<file path="config.mk">
export PLATFORM = sky130hd
export DESIGN_NAME = imem_loader
export DESIGN_NICKNAME = d
export VERILOG_FILES = /design/src/rtl/imem_loader.sv
export SDC_FILE = /design/constraint.sdc
export NUM_CORES = 1
export LEC_CHECK = 0
export CORE_MARGIN = 2
export CORE_UTILIZATION = 49
export CTS_CLUSTER_SIZE = 20
export DETAILED_ROUTE_END_ITERATION = 7
export PLACE_DENSITY = 0.72
export SKIP_CTS_REPAIR_TIMING = 1
export SYNTH_ARGS = -nofsm -noshare
export SYNTH_HDL_FRONTEND = slang
export SYNTH_SLANG_ARGS = --single-unit
</file>
<file path="constraint.sdc">
create_clock -name clk -period 2.61 [get_ports clk]
set_clock_uncertainty 0.2 [all_clocks]
set_input_delay 0.3915 -clock clk [delete_from_list [all_inputs] [get_ports clk]]
set_output_delay 0.3915 -clock clk [all_outputs]
set_load 0.03 [all_outputs]
</file>
<file path="src/rtl/imem_loader.sv">
// Byte-stream program loader: assembles big-endian words from the host link and writes instruction memory.
// Optional trailing XOR checksum byte is enabled by defining LOADER_CHECKSUM_EN.
module imem_loader #(
    parameter int ADDR_W    = 16,
    parameter int MAX_WORDS = 65536
) (
    input  logic              clk,
    input  logic              rst_n,
    input  logic              restart,
    input  logic              in_valid,
    input  logic [7:0]        in_data,
    output logic              in_ready,
    output logic              we,
    output logic [ADDR_W-1:0] wa,
    output logic [31:0]       wd,
    output logic              done,
    output logic              error,
    output logic              cpu_rst_n
);

`ifdef LOADER_CHECKSUM_EN
    typedef enum logic [2:0] {S_HDR, S_DATA, S_CHK, S_DONE, S_ERR} state_t;
    localparam state_t S_TAIL = S_CHK;
`else
    typedef enum logic [2:0] {S_HDR, S_DATA, S_DONE, S_ERR} state_t;
    localparam state_t S_TAIL = S_DONE;
`endif

    state_t            state, nstate;
    logic [1:0]        byte_cnt;
    logic [ADDR_W:0]   word_cnt;
    logic [31:0]       shreg;
    logic [31:0]       count;
    logic [31:0]       assembled;
    logic              accept;
    logic              last_byte;
    logic              word_last;
    logic              collecting;
`ifdef LOADER_CHECKSUM_EN
    logic [7:0]        csum;
`endif

    assign collecting = (state == S_HDR) || (state == S_DATA);
`ifdef LOADER_CHECKSUM_EN
    assign in_ready   = (collecting || (state == S_CHK)) && !restart;
`else
    assign in_ready   = collecting && !restart;
`endif
    assign accept     = in_valid && in_ready;
    assign assembled  = {shreg[23:0], in_data};
    assign last_byte  = (byte_cnt == 2'd3);
    // Counter is one bit wider than the address so N = 2^ADDR_W terminates without wrapping.
    assign word_last  = ((32'(word_cnt) + 32'd1) == count);

    assign done      = (state == S_DONE);
    assign error     = (state == S_ERR);
    assign cpu_rst_n = (state == S_DONE);

    always_ff @(posedge clk or negedge rst_n) begin
        if (!rst_n) state <= S_HDR;
        else        state <= nstate;
    end

    always_comb begin
        nstate = state;
        if (restart) begin
            nstate = S_HDR;
        end else begin
            case (state)
                S_HDR: begin
                    if (accept && last_byte) begin
                        if (assembled > 32'(MAX_WORDS)) nstate = S_ERR;
                        else if (assembled == 32'd0)    nstate = S_TAIL;
                        else                            nstate = S_DATA;
                    end
                end
                S_DATA: begin
                    if (accept && last_byte && word_last) nstate = S_TAIL;
                end
`ifdef LOADER_CHECKSUM_EN
                S_CHK: begin
                    if (accept) nstate = (in_data == csum) ? S_DONE : S_ERR;
                end
`endif
                default: nstate = state;
            endcase
        end
    end

    always_ff @(posedge clk or negedge rst_n) begin
        if (!rst_n) begin
            byte_cnt <= '0;
            word_cnt <= '0;
            shreg    <= '0;
            count    <= '0;
            we       <= 1'b0;
            wa       <= '0;
            wd       <= '0;
`ifdef LOADER_CHECKSUM_EN
            csum     <= '0;
`endif
        end else begin
            we <= 1'b0;
            if (restart) begin
                byte_cnt <= '0;
                word_cnt <= '0;
                shreg    <= '0;
                count    <= '0;
`ifdef LOADER_CHECKSUM_EN
                csum     <= '0;
`endif
            end else if (accept && collecting) begin
                shreg    <= assembled;
                byte_cnt <= byte_cnt + 2'd1;
`ifdef LOADER_CHECKSUM_EN
                csum     <= csum ^ in_data;
`endif
                if (last_byte) begin
                    if (state == S_HDR) begin
                        count <= assembled;
                    end else begin
                        we       <= 1'b1;
                        wa       <= word_cnt[ADDR_W-1:0];
                        wd       <= assembled;
                        word_cnt <= word_cnt + 1'b1;
                    end
                end
            end
        end
    end

endmodule

</file>
==> results.txt, run 1 <==
----------------------------------------------------
[Status]
  Status ... finished, final reports clean

[Layout]
  Area of all sequential standard cells ... 0.003153 mm2
  Fillers ... 1024
  Fraction of final layout cells sized beyond drive strength 1 ... 0.07919
  Post-route cell area ... 0.007282 mm2
  Combined area of the multi-input logic cells ... 0.002544 mm2
  Final #Nets ... 747
  Post-route non-filler standard cell count ... 892
  Area grow syn2layout ... 22.45%
  Number of diodes added for antenna fixing ... 0

[STA]
  Actual slew at the worst max-slew pin ... 0.5179 ns
  Setup repair after global routing missed its margin ... no
  Final worst-path setup slack ... 0.06694 ns
  Share of the cycle needed by the critical path after routing ... 0.9744
  Worst slew margin relative to its limit ... 0.6547
  Final setup violation count ... 0
  Final count of hold timing violations ... 0
  Time the final worst path needs with I/O delays and setup ... 2.543 ns
  Count of pins over their slew limit ... 0
  Highest attainable clock frequency ... 393.2 MHz

[Drt]
  Total detailed-routing wirelength ... 14160 um
  DRC violation total after the first TritonRoute iteration ... 350
  Number of vias after detailed routing ... 4884
  Detailed-route wire length per cell ... 15.87 um
  Routed via count divided by cell count ... 5.475
  Count of nets left with antenna violations after detail routing ... 0
  DRC violations left ... 0
  TritonRoute pass-1 iters ... 5

[Synth]
  Syn Std Cell Area ... 0.005947 mm2
  Multiplexer share of the synthesized area ... 0.001683
  Dominant cell by count in the synthesized netlist ... nand2_1
  Most used DFF post-synth ... dfrtp_1
  Post-synthesis xor/xnor area fraction ... 0.05596
  Net count after synthesis ... 690
  Fraction of registers with async set or reset after synthesis ... 1.000
  Post-synthesis simple-gate area fraction ... 0.2754
  Register area share after synthesis ... 0.5302
  Register bit count reported by yosys ... 126
  Portion of synthesized cell area occupied by the leading cell type ... 0.5302
  Number of enable flip-flop cells after synthesis ... 0
  Cell count after synthesis ... 676
  Compound-cell area share of the yosys netlist ... 0.09047
  Post-synthesis share of cell area spent on full adders, half adders and majority gates ... 0.004208
  Mean instance size in the synthesized netlist ... 8.797 um2
  Combinational family with the most area after synthesis ... simple AND/OR/NAND/NOR gates
  Synth cell types ... 53
  List of most frequent post-synthesis cells ... nand2_1, dfrtp_1, a21oi_1
  Cells taking the most area after synthesis ... dfrtp_1, nand2_1, a21oi_1
  Most area-hungry cell type in the Yosys netlist ... dfrtp_1
  Yosys synthesis warning count ... 0

[Power]
  Leakage power ... 3.343 nW
  Fraction of power spent switching nets ... 0.2265
  Share of total power in sequential cells ... 0.460
  Proportion of power drawn by combinational gates ... 0.041
  Internal power ... 3.393 mW
  Switching component of the power ... 0.9937 mW
  Peak VDD IR ... 0.0003150 V
  Share of total power in the clock network ... 0.499
  Power per cell area ... 602.4 mW/mm2

[Placed design]
  Dpl cells ... 860
  Detailed placer's ending HPWL ... 9745 um
  Area after detailed placement ... 0.006715 mm2
  Count of buffers from port buffering ... 64
  Worst setup slack before clock tree synthesis ... 0.1372 ns
  Final Wtd Congestion ... 0.8968

[Setup path]
  CP endpoint kind ... primary output
  Category of the worst setup path launch point ... register
  Flop-to-flop setup slack ... 0.30 ns
  Endpoint required time on the critical path ... 2.02 ns
  Max stage delay cell, worst path ... clkdlybuf4s50_1
  CP cell instances ... inv_1 -> nor2_1 -> clkdlybuf4s50_1
  Launching instance or port of the critical path ... state[1]
  Worst reg2reg startpoint ... word_cnt[0]
  Maximum fanout encountered on the critical timing path ... 7
  Data arrival time of the critical path ... 1.95 ns
  Kind of critical path ... register to primary output
  Crit path buf inv count ... 2
  Number of cell instances on the worst register-to-register path ... 7
  Crit-path leading delay family ... buffers and inverters
  Biggest cell delay along the critical path ... 0.72 ns
  Levels on crit path ... 3

[Min path]
  Launch point of the worst hold path ... wa[10]
  Worst Hold Class ... register to register
  Worst hold path depth ... 2

[Clock network]
  Number of buffers inserted during clock tree synthesis ... 17
  Number of sinks driven by the clock tree ... 126
  Clock transition time at the flip-flop clock pins of the worst setup and hold paths ... 0.05 ns
  Count of H-tree levels built during CTS ... 4
  Root cell of the clock tree ... clkbuf_16
  CTS tree ... built
  Source-to-sink clock delay at the later pin of the worst-skew pair ... 0.41 ns
  Max Buffers Root-to-Sink ... 2

[Floorplanning]
  Num ports ... 65
  Die ar. ... 0.01303 mm2
  CORE AREA ... 0.01191 mm2
  Placement row count ... 40
  Die Ht ... 114.2 um
  X dimension of the die ... 114.2 um
  Initial core utilization ... 0.4993

[Global routing]
  Vias in the first global route ... 4718
  Antenna violations before repair ... 0
  Overall track demand over capacity in global routing ... 0.2299
  Overall overflow remaining after global route ... 0
  Global-route wire length before repair ... 23490 um
  Maximum number of pins on one net before global-route repair ... 58

[Job]
  Max-cap violations ... 0

----------------------------------------------------
cells in the final DEF (no fill, tap or decap), types with 6 or more instances in the layout:
cell type / synthesis / final
buf_4: 4 / 21
xnor2_1: 21 / 21
clkdlybuf4s50_1: 0 / 60
nor2_1: 28 / 28
nand2b_1: 26 / 26
nor3_1: 6 / 6
o21ai_0: 28 / 28
nor4_1: 14 / 14
xor2_1: 17 / 17
a21oi_1: 38 / 38
nand3_1: 7 / 7
nand2_1: 248 / 248
nand4_1: 10 / 10
dfrtp_1: 126 / 126
clkbuf_16: 0 / 17
worst paths after layout:
path	endpoint
setup / recovery	error
max in group asynchronous	shreg[6]
hold / removal	wa[10]
setup reg to reg	state[0]
hold reg to reg	wa[10]
min in group asynchronous	wa[14]
stage by stage:
stage	TNS (ns)	util	hold slack, ns	total power, mW
floorplan	0	-	-0.1041	2.125
global placement	0	0.5638	0.1864	2.229
detailed placement	0	0.5638	0.1889	2.234
CTS	-0.03159	0.6101	-0.2447	4.422
global route	0	0.6113	0.2941	4.538
finish	0	0.6113	0.2707	4.387
metal layers:
layer  vias up  share of wire  global-route usage  wire length, um
met5         -              0                   0                0
met4         0          0.017             0.08862              246
li1       2347              -                   -                -
met1      2348           0.46              0.3180             6449
met2       168           0.46              0.3500             6576
met3        21          0.063             0.05929              888
state kept, by name (all words and copies together), names as in the netlist:
name,flops
wd,32
count,32
state,2
shreg,24
wa,16
byte_cnt,2
word_cnt,17
we,1
cell type report:
cell class,count,area share
flip-flops and latches,126,0.4330
multi-input cells,498,0.3493
inverters,3,0.001546
repair buffers,87,0.1151
clock buffers,21,0.06323
clock inverters,10,0.01254
well taps,147,0.02526
kinds of logic after synthesis:
family                   Yosys count
multiplexers                       1
XOR/XNOR                          38
AND/OR/NAND/NOR                  365
AO/OA/AOI/OAI                     92
buffers and inverters             52
flip-flops                       126
adder cells (fa/ha/maj)            2
tightest hold or removal path: cells and delay by family (launching register included):
kind	cells	cell delay (ns)
simple gates	2	0.10
flops	1	0.34
power groups by stage:
stage               Sequential (mW)  Combinational, mW  Clock (mW)
floorplan                      2.04             0.0851           0
global placement               2.05              0.178           0
detailed placement             2.05              0.181           0
CTS                            2.02              0.182        2.22
global route                   2.02              0.203        2.31
finish                         2.02              0.180        2.19
(Power assumes the default switching activity.)
==> run 2, diff against run 1 <==
--- a/config.mk
+++ b/config.mk
@@ -11,6 +11,7 @@
 export DETAILED_ROUTE_END_ITERATION = 7
 export PLACE_DENSITY = 0.72
 export SKIP_CTS_REPAIR_TIMING = 1
+export SKIP_LAST_GASP = 1
 export SYNTH_ARGS = -nofsm -noshare
 export SYNTH_HDL_FRONTEND = slang
 export SYNTH_SLANG_ARGS = --single-unit
==> results of run 2 <==
The final DEF is identical to that of run 1; final timing and power are the same.
